<file path="src/rtl/fetch_aligner.sv">
// fetch_aligner
//   Fetch-side stage directly upstream of decode in the RV32EC core.
//   Takes 32-bit word-aligned fetch words and re-slices them into whole
//   RVC (16-bit) or RV32 (32-bit) instructions, one per output handshake,
//   through a single registered output slot. Supports redirects to any
//   halfword, drops words that do not match the expected address, and
//   stitches 32-bit instructions that straddle a word boundary.
//
// Parameters
//   RESET_PC        PC of the first instruction after reset (bit 0 ignored)
// Ports
//   clk             clock
//   rst             synchronous reset, active-high
//   redirect_valid  flush and restart fetch alignment at redirect_pc
//   redirect_pc     new PC (bit 0 treated as 0)
//   in_valid        fetch word valid
//   in_ready        fetch word accepted this cycle
//   in_addr         word address of in_data (bits [1:0] == 0)
//   in_data         fetch word, little-endian
//   out_valid       output slot holds an instruction
//   out_ready       decode accepts the slot
//   out_instr       instruction; RVC is zero-extended {16'h0, half}
//   out_pc          PC of out_instr
//   out_compressed  1 = 16-bit RVC instruction
module fetch_aligner #(
    parameter logic [31:0] RESET_PC = 32'h0000_0000
) (
    input  logic        clk,
    input  logic        rst,
    input  logic        redirect_valid,
    input  logic [31:0] redirect_pc,
    input  logic        in_valid,
    output logic        in_ready,
    input  logic [31:0] in_addr,
    input  logic [31:0] in_data,
    output logic        out_valid,
    input  logic        out_ready,
    output logic [31:0] out_instr,
    output logic [31:0] out_pc,
    output logic        out_compressed
);

    // ALIGN: pc is word aligned, next word supplies the instruction at pc.
    // SKIP : pc sits on the upper half of a word; the lower half is discarded.
    // HOLD : the upper half of the last word (hold) is the halfword at pc.
    typedef enum logic [1:0] {
        ALIGN = 2'd0,
        SKIP  = 2'd1,
        HOLD  = 2'd2
    } state_t;

    localparam logic [31:0] RESET_PC_HW  = RESET_PC & ~32'h1;
    localparam state_t      RESET_STATE  = RESET_PC[1] ? SKIP : ALIGN;

    state_t      state, state_nx;
    logic [31:0] pc, pc_nx;
    logic [15:0] hold, hold_nx;
    logic        out_valid_nx;
    logic [31:0] out_instr_nx;
    logic [31:0] out_pc_nx;
    logic        out_compressed_nx;

    logic        slot_free;
    logic        hold_rvc;
    logic        lo_rvc;
    logic        needs_word;
    logic [31:0] exp_addr;
    logic        word_ok;

    assign slot_free = out_ready | ~out_valid;
    assign hold_rvc  = (hold[1:0] != 2'b11);
    assign lo_rvc    = (in_data[1:0] != 2'b11);

    // A held RVC halfword is emitted without consuming a word.
    assign needs_word = (state == ALIGN) || (state == SKIP) ||
                        ((state == HOLD) && !hold_rvc);
    assign in_ready   = slot_free & ~redirect_valid & needs_word;

    always_comb begin
        exp_addr = pc;
        case (state)
            ALIGN:   exp_addr = pc;
            SKIP:    exp_addr = {pc[31:2], 2'b00};
            HOLD:    exp_addr = pc + 32'd2;
            default: exp_addr = pc;
        endcase
    end

    // Mismatched accepted words fall through here with no effect (dropped).
    assign word_ok = in_valid & in_ready & (in_addr == exp_addr);

    always_comb begin
        state_nx          = state;
        pc_nx             = pc;
        hold_nx           = hold;
        out_valid_nx      = out_valid;
        out_instr_nx      = out_instr;
        out_pc_nx         = out_pc;
        out_compressed_nx = out_compressed;

        if (redirect_valid) begin
            state_nx     = redirect_pc[1] ? SKIP : ALIGN;
            pc_nx        = redirect_pc & ~32'h1;
            hold_nx      = '0;
            out_valid_nx = 1'b0;
        end else if (slot_free) begin
            out_valid_nx = 1'b0;
            case (state)
                ALIGN: begin
                    if (word_ok) begin
                        out_valid_nx = 1'b1;
                        out_pc_nx    = pc;
                        if (lo_rvc) begin
                            out_instr_nx      = {16'h0, in_data[15:0]};
                            out_compressed_nx = 1'b1;
                            hold_nx           = in_data[31:16];
                            pc_nx             = pc + 32'd2;
                            state_nx          = HOLD;
                        end else begin
                            out_instr_nx      = in_data;
                            out_compressed_nx = 1'b0;
                            pc_nx             = pc + 32'd4;
                        end
                    end
                end
                SKIP: begin
                    if (word_ok) begin
                        hold_nx  = in_data[31:16];
                        state_nx = HOLD;
                    end
                end
                HOLD: begin
                    if (hold_rvc) begin
                        out_valid_nx      = 1'b1;
                        out_pc_nx         = pc;
                        out_instr_nx      = {16'h0, hold};
                        out_compressed_nx = 1'b1;
                        pc_nx             = pc + 32'd2;
                        state_nx          = ALIGN;
                    end else if (word_ok) begin
                        out_valid_nx      = 1'b1;
                        out_pc_nx         = pc;
                        out_instr_nx      = {in_data[15:0], hold};
                        out_compressed_nx = 1'b0;
                        hold_nx           = in_data[31:16];
                        pc_nx             = pc + 32'd4;
                    end
                end
                default: begin
                    state_nx = ALIGN;
                end
            endcase
        end
    end

    always_ff @(posedge clk) begin
        if (rst) begin
            state          <= RESET_STATE;
            pc             <= RESET_PC_HW;
            hold           <= '0;
            out_valid      <= 1'b0;
            out_instr      <= '0;
            out_pc         <= '0;
            out_compressed <= 1'b0;
        end else begin
            state          <= state_nx;
            pc             <= pc_nx;
            hold           <= hold_nx;
            out_valid      <= out_valid_nx;
            out_instr      <= out_instr_nx;
            out_pc         <= out_pc_nx;
            out_compressed <= out_compressed_nx;
        end
    end

endmodule

</file>
<file path="config.mk">
export PLATFORM = sky130hd
export DESIGN_NAME = fetch_aligner
export DESIGN_NICKNAME = d
export VERILOG_FILES = /design/src/rtl/fetch_aligner.sv
export SDC_FILE = /design/constraint.sdc
export NUM_CORES = 1
export LEC_CHECK = 0
export CORE_AREA = 2 2 161 163
export DETAILED_ROUTE_END_ITERATION = 16
export DIE_AREA = 0 0 163 165
export GPL_ROUTABILITY_DRIVEN = 0
export SETUP_SLACK_MARGIN = 0.4
export SYNTH_ARGS = -nofsm -noshare
export SYNTH_HDL_FRONTEND = slang
export SYNTH_SLANG_ARGS = --single-unit
export TNS_END_PERCENT = 20
</file>
<file path="constraint.sdc">
create_clock -name clk -period 4.95 [get_ports clk]
set_clock_uncertainty 0.05 [all_clocks]
set_input_delay 0.99 -clock clk [delete_from_list [all_inputs] [get_ports clk]]
set_output_delay 0.99 -clock clk [all_outputs]
set_load 0.02 [all_outputs]
</file>
==> results of run 1 <==
-- area by class of cell --
cell class / instances / area (um^2) / share of cell area (%)
multi-input cells: 684 / 4730 / 47.3
flip-flops and latches: 115 / 2300 / 23.0
repair buffers: 194 / 1880 / 18.8
clock buffers: 18 / 439 / 4.39
well taps: 330 / 413 / 4.13
clock inverters: 14 / 191 / 1.91
inverters: 11 / 42.5 / 0.425
diodes: 2 / 5.00 / 0.0500
-- worst max-delay path by stage --
stage | from | end | slack, ns | depth (start not counted)
global placement | out_ready | out_instr[13]$_SDFFE_PP0P_ | 0.42 | 14
global route | pc[2]$_SDFFE_PP0P_ | out_instr[1]$_SDFFE_PP0P_ | 0.37 | 13
detailed placement | out_ready | out_instr[18]$_SDFFE_PP0P_ | 0.34 | 14
finish | pc[3]$_SDFFE_PP0P_ | pc[4]$_SDFFE_PP0P_ | 0.61 | 12
floorplan | out_ready | pc[9]$_SDFFE_PP0P_ | 1.16 | 11
CTS | state[1]$_SDFFE_PP0P_ | out_instr[18]$_SDFFE_PP0P_ | 0.48 | 14
-- layout by cell type (no fill, tap or decap), drive strengths merged, types with 22 or more instances in the layout --
cell and instances:
clkdlybuf4s50 165, dfxtp 115, nor2 97, mux2i 73, a21oi 48, a311oi 46, nand2 46, o21ai 34
nand4 32, nand3 29, buf 29, a22oi 22, nor4 22
-- power groups by stage --
| stage | clock network (mW) | registers [mW] | logic [mW] |
|---|---|---|---|
| CTS | 1.36 | 1.02 | 0.394 |
| detailed placement | 0 | 1.04 | 0.392 |
| global route | 1.39 | 1.03 | 0.429 |
| floorplan | 0 | 1.01 | 0.232 |
| global placement | 0 | 1.04 | 0.390 |
| finish | 1.33 | 1.02 | 0.399 |
-- critical path: cells and delay by family (launching register included) --
family | cells | cell delay [ns]
buf+inv | 1 | 0.22
fa+ha+maj | 1 | 0.35
xor+xnor | 1 | 0.23
simple gates | 5 | 1.76
compound gates | 4 | 1.07
flops | 1 | 0.55
-- flip-flops by register name, indices dropped and copies added (netlist names) --
| register | count |
|---|---|
| out_valid | 1 |
| out_instr | 32 |
| hold | 16 |
| pc | 31 |
| state | 2 |
| out_pc | 32 |
| out_compressed | 1 |
-- through the flow --
step | area [um^2] | hold slack (ns)
floorplan | 7470 | 0.410
global placement | 9350 | 0.414
detailed placement | 9350 | 0.419
CTS | 9980 | 0.430
global route | 10000 | 0.449
finish | 10000 | 0.423
-- routing by layer --
metal	GRT usage, %	wire length [um]	up-vias
met4	8.61	799	0
met1	27.4	12500	3732
li1	-	-	3701
met3	3.82	1840	46
met2	31.0	12500	324
met5	0	0	-
-- logic make-up (layout without fill, tap and decap cells) --
logic type / after synthesis / count (layout)
DFF: 115 / 115
xor gates and xnor gates: 24 / 24
and+or+nand+nor: 340 / 340
other: 0 / 2
AOI/OAI and AO/OA: 237 / 237
adders and majority gates: 6 / 6
muxes: 77 / 77
buffers and inverters: 103 / 237
-- synthesized netlist by cell type, drive strengths merged, types with 3 or more instances --
library cell  number
nor3b              4
inv               11
nor2b              9
ha                 6
or3               10
o32ai              4
o311a              3
or2                6
nor2              97
and3              11
a21o               3
o2111ai            4
o21ai             34
a211oi             9
buf               45
nor4              22
nor3              18
a2111oi            3
a311oi            46
nand2b             9
o311ai             4
nand3             29
or4               10
nand2             46
mux2               4
o31a               5
nor4b              3
xnor2             15
a22oi             22
mux2i             73
xor2               9
o22ai              4
nand4             32
dfxtp            115
a21oi             48
o31ai             10
nand3b             6
o211ai             9
and4              13
clkbuf            47
a31oi             13
and2               6
-- what timing repair did --
item | in CTS | in global routing
setup endpoints to repair | 0 | 67
gates resized for setup | 0 | 5
buffers inserted | 0 | 0
==> impl_metrics.csv, run 1 <==
group,metric,value,unit
die,start_util,29.9,%
setup_path,crit_path_cell_trace,"ha_1, nand4_4, nor4_1, a31oi_1, a21oi_1, xor2_1, and4_1, nand2_4, o31a_1, buf_4, or3_1, a311oi_1",
global_routing,gr-usage-all-layers,20.1,%
timing,hold_viol,0,
pwr,clockPowerShare,48.3,%
route,drt_iter0_drc,828,
final_layout,drive_gt1_share,9.36,%
synth,ys.flop_type,"dfxtp_1",
setup_path,max_stage_delay,0.61,ns
setup_path,crit_type,"register to register",
timing,post-route-min-period,4.34,ns
cts,cts_tree,"done",
global_routing,grt_antenna_before_repair,2,
pwr,pwr-share-comb,14.5,%
status,outcome,"finished clean",
timing,max_freq,231,MHz
pwr,peakVddDrop,205,uV
setup_path,critPathRequiredTime,5.23,ns
synth,synth_fa_ha_area_share,1.00,%
die,die_w,163,um
route,drt_wl_total,27.6,mm
synth,synthesis.area,7470,um^2
timing,slew_headroom,29.5,%
worst_hold_path,hold_end,"out_pc[0]$_SDFFE_PP0P_",
pwr,seqPwrFrac,37.2,%
synth,synth_area_leaders,"dfxtp_1 31%, mux2i_1 9.8%, a311oi_1 5.4%",
setup_path,cp_slowest_cell,"nor4_1",
final_layout,num-fill-cells,2513,
final_layout,instances_no_fill,1368,
pwr,swShare,28.5,%
global_routing,overflow,0,
worst_hold_path,hp-start,"out_pc[0]$_SDFFE_PP0P_",
cts,clk_transition_reported_paths,0.06,ns
worst_hold_path,hp-class,"register to register",
pwr,internal_power,1.97,mW
synth,syn_area_per_cell,8.29,um^2
synth,synth_top_area_cell,"dfxtp_1",
setup_path,r2r-end,"pc[4]$_SDFFE_PP0P_",
timing,tns,0,ns
synth,synth-edff-count,0,
cts,cts_made_buffers,17,
global_routing,grt_max_degree,97,
worst_hold_path,hold_depth,1,
global_routing,grt_pass1_vias,7257,
placed_design,numPortBuffers,166,
timing,drv_slew,0,
synth,synth_warnings,0,
synth,yosys.area_share.simple,26.0,%
synth,yosysSeqAreaShare,30.8,%
timing,rsz0062_at_grt,"yes",
synth,synth_top_family_by_area,"simple AND/OR/NAND/NOR gates",
route,dr.pass1.iters,6,
setup_path,reg2regPathDepth,12,
route,vias,7803,
cts,cts.sinks,115,
route,drc,0,
placed_design,dp.cells,1334,
setup_path,r2r-start,"pc[3]$_SDFFE_PP0P_",
cts,cts.root.buffer_cell,"clkbuf_16",
setup_path,start_kind,"register",
die,boundaryPins,168,
die,coreArea,25000,um^2
timing,finalCritPeriodShare,87.6,%
timing,final.setup.worst_slack,0.614,ns
synth,synthesis.nets,1009,
cts,clkLatencyLatePin,0.43,ns
run,maxCapViolCount,0,
final_layout,fin_util,40.0,%
die,die-height,165,um
pwr,power_leakage,3.21,nW
setup_path,worstPathMaxFanout,15,
final_layout,area_growth,33.8,%
setup_path,arrival,4.61,ns
synth,syn-instance-count,902,
synth,synth_top_area_share,30.8,%
cts,cts_buffer_depth,2,
global_routing,grt_pass1_wl,42.0,mm
setup_path,r2r_setup_slack,0.61,ns
synth,synth-xor-area-share,2.81,%
synth,ys_seq_elements,115,
pwr,p_switching,0.784,mW
synth,synth.area.mux_share,10.4,%
route,antenna_left,0,
route,viasPerCell,5.70,
route,avgRoutedWirePerCell,20.2,um
die,rows,58,
synth,synth_compound_area_share,22.7,%
synth,ys_types,80,
synth,synthArstFlopShare,0,%
timing,setup_violations,0,
setup_path,cp-end-kind,"register",
timing,tightest_slew,1.06,ns
placed_design,dp_hpwl,19.7,mm
die,die_area,26900,um^2
pwr,p_per_area,275,nW/um^2
cts,cts_max_level,4,
pwr,total_power,2.75,mW
placed_design,pre_cts_ws,0.338,ns
cts,cts.hold.buffers_added,0,
final_layout,fin_nets,1130,
Note: power is estimated with default switching activity, not from simulation.
==> run 2: changes to the inputs <==
CAP_MARGIN = 0   (was unset)
clock period = 4.8 ns   (was 4.95 ns; I/O delays follow)
==> run 2 against run 1 <==
Against the previous run: via count increased by 0.95%; total power up 0.62%; non-clock buffer count grew 15; sequential power is essentially flat; maximum frequency increased by 0.81%; register-to-register slack lost 0.12 ns; hold slack gained 0.0028 ns; global-route usage up 0.52 points; core utilization up 0.45 points; critical endpoint is now pc[9]$_SDFFE_PP0P_; largest power group unchanged; highest routed layer unchanged.
==> impl_metrics.csv, run 2 (synthesized netlist as in run 1, its figures left out) <==
group,metric,value,unit
global_routing,grt_antenna_before_repair,2,
cts,cts_buffer_depth,2,
final_layout,area_growth,35.4,%
route,antenna_left,0,
setup_path,critPathLaunch,"state[0]$_SDFFE_PP0P_",
pwr,peakVddDrop,201,uV
timing,final.setup.worst_slack,0.499,ns
cts,cts.root.buffer_cell,"clkbuf_16",
worst_hold_path,hp-class,"register to register",
cts,cts_tree,"done",
cts,cts_max_level,4,
placed_design,dp_hpwl,20.2,mm
timing,post-route-min-period,4.30,ns
cts,cts_made_buffers,17,
placed_design,pre_cts_ws,0.307,ns
final_layout,reg_top3,"out_instr (32), out_pc (32), pc (31)",
setup_path,cp-end-kind,"register",
die,start_util,29.9,%
global_routing,overflow,0,
cts,cts.sinks,115,
cts,cts.hold.buffers_added,0,
setup_path,r2r-start,"state[0]$_SDFFE_PP0P_",
setup_path,r2r_setup_slack,0.50,ns
timing,slew_headroom,42.1,%
final_layout,fin_nets,1145,
pwr,seqPwrFrac,37.9,%
die,die_area,26900,um^2
timing,rsz0062_at_grt,"yes",
final_layout,instances_no_fill,1383,
status,outcome,"finished clean",
pwr,p_per_area,274,nW/um^2
worst_hold_path,hold_depth,1,
setup_path,start_kind,"register",
timing,hold_slack,0.426,ns
placed_design,numPortBuffers,166,
timing,tns,0,ns
setup_path,crit_type,"register to register",
route,drt_iter0_drc,742,
setup_path,reg2regPathDepth,13,
global_routing,grt_pass1_vias,7407,
run,maxCapViolCount,0,
setup_path,worstPathMaxFanout,11,
timing,tightest_slew,0.869,ns
timing,finalCritPeriodShare,89.6,%
die,coreArea,25000,um^2
pwr,p_switching,0.838,mW
placed_design,dp.cells,1346,
timing,max_freq,232,MHz
route,vias,7877,
pwr,internal_power,1.93,mW
die,die_w,163,um
cts,clk_transition_reported_paths,0.07,ns
route,viasPerCell,5.70,
global_routing,grt_pass1_wl,43.0,mm
setup_path,r2r-end,"pc[9]$_SDFFE_PP0P_",
setup_path,critPathCapture,"pc[9]$_SDFFE_PP0P_",
pwr,pwr-share-comb,15.6,%
final_layout,final_common_cell,"clkdlybuf4s50_1",
final_layout,fin_util,40.4,%
pwr,clockPowerShare,46.5,%
final_layout,num-fill-cells,2560,
global_routing,grt_max_degree,58,
timing,setup_violations,0,
final_layout,drive_gt1_share,11.1,%
route,avgRoutedWirePerCell,20.3,um
final_layout,layout_common_cells,"165 x clkdlybuf4s50_1, 115 x dfxtp_1, 97 x nor2_1",
route,drt_wl_total,28.0,mm
setup_path,arrival,4.59,ns
route,drc,0,
timing,hold_viol,0,
cts,clkLatencyLatePin,0.42,ns
timing,drv_slew,0,
die,die-height,165,um
global_routing,gr-usage-all-layers,20.6,%
pwr,power_leakage,3.26,nW
setup_path,critPathRequiredTime,5.09,ns
pwr,swShare,30.2,%
route,dr.pass1.iters,5,
die,rows,58,
die,boundaryPins,168,
run 2: cell types whose count changed in the layout (fill, tap and decap cells not counted), sizes merged:
cell	before	now
buf	29	44
bufinv	3	1
inv	16	20
clkinv	6	2
clkinvlp	0	3
clkbuf	18	17
run 2: how the worst min path moves through the flow:
stage | start | slack [ns] | to
2_1_floorplan | hold[10]$_SDFFE_PP0P_ | 0.41 | hold[10]$_SDFFE_PP0P_
6_report | out_pc[0]$_SDFFE_PP0P_ | 0.43 | out_pc[0]$_SDFFE_PP0P_
3_3_place_gp | out_pc[0]$_SDFFE_PP0P_ | 0.41 | out_pc[0]$_SDFFE_PP0P_
5_1_grt | out_pc[0]$_SDFFE_PP0P_ | 0.45 | out_pc[0]$_SDFFE_PP0P_
3_5_place_dp | out_pc[0]$_SDFFE_PP0P_ | 0.42 | out_pc[0]$_SDFFE_PP0P_
4_1_cts | out_pc[0]$_SDFFE_PP0P_ | 0.43 | out_pc[0]$_SDFFE_PP0P_
run 2: cell type report:
class | instances | area (um^2) | area share (%)
multi-input cells | 684 | 4750 | 47.0
clock inverters | 15 | 166 | 1.64
well taps | 330 | 413 | 4.08
diodes | 2 | 5.00 | 0.0495
inverters | 11 | 42.5 | 0.420
repair buffers | 209 | 2010 | 19.9
flip-flops and latches | 115 | 2300 | 22.8
clock buffers | 17 | 425 | 4.20
run 2: metrics by stage:
stage               cell area (um^2)  total power [mW]
floorplan                       7470              1.28
global placement                9450              1.49
detailed placement              9450              1.49
CTS                            10000              2.78
global route                   10100              2.89
finish                         10100              2.77
run 2: power groups by stage:
stage	Sequential [mW]	Clock, mW	Combinational, mW
finish	1.05	1.29	0.433
global route	1.05	1.37	0.468
CTS	1.05	1.31	0.425
detailed placement	1.07	0	0.423
global placement	1.07	0	0.422
floorplan	1.04	0	0.239
run 2: worst max-delay path, cell delays in order, from the launching register on:
cell	delay, ns
dfxtp_1	0.39
inv_1	0.09
ha_2	0.45
nor2b_1	0.29
nand4_1	0.28
o31a_1	0.36
xnor2_1	0.13
a2111oi_0	0.43
and4bb_1	0.27
nand3_1	0.23
buf_4	0.27
o32a_1	0.42
or3_1	0.33
a311oi_1	0.24
run 2: routing by layer:
metal | global-route usage [%] | share of wire, % | vias up
met3 | 4.57 | 7.5 | 54
met4 | 7.52 | 2.9 | 0
li1 | - | - | 3730
met1 | 28.1 | 44 | 3741
met2 | 32.0 | 45 | 352
met5 | 0 | 0 | -
run 2: repair_timing:
action                                  CTS  global route
endpoints found under the setup margin    0            82
resized for setup                         0            13
hold endpoints to repair                  0             0
buffers inserted                          0             3
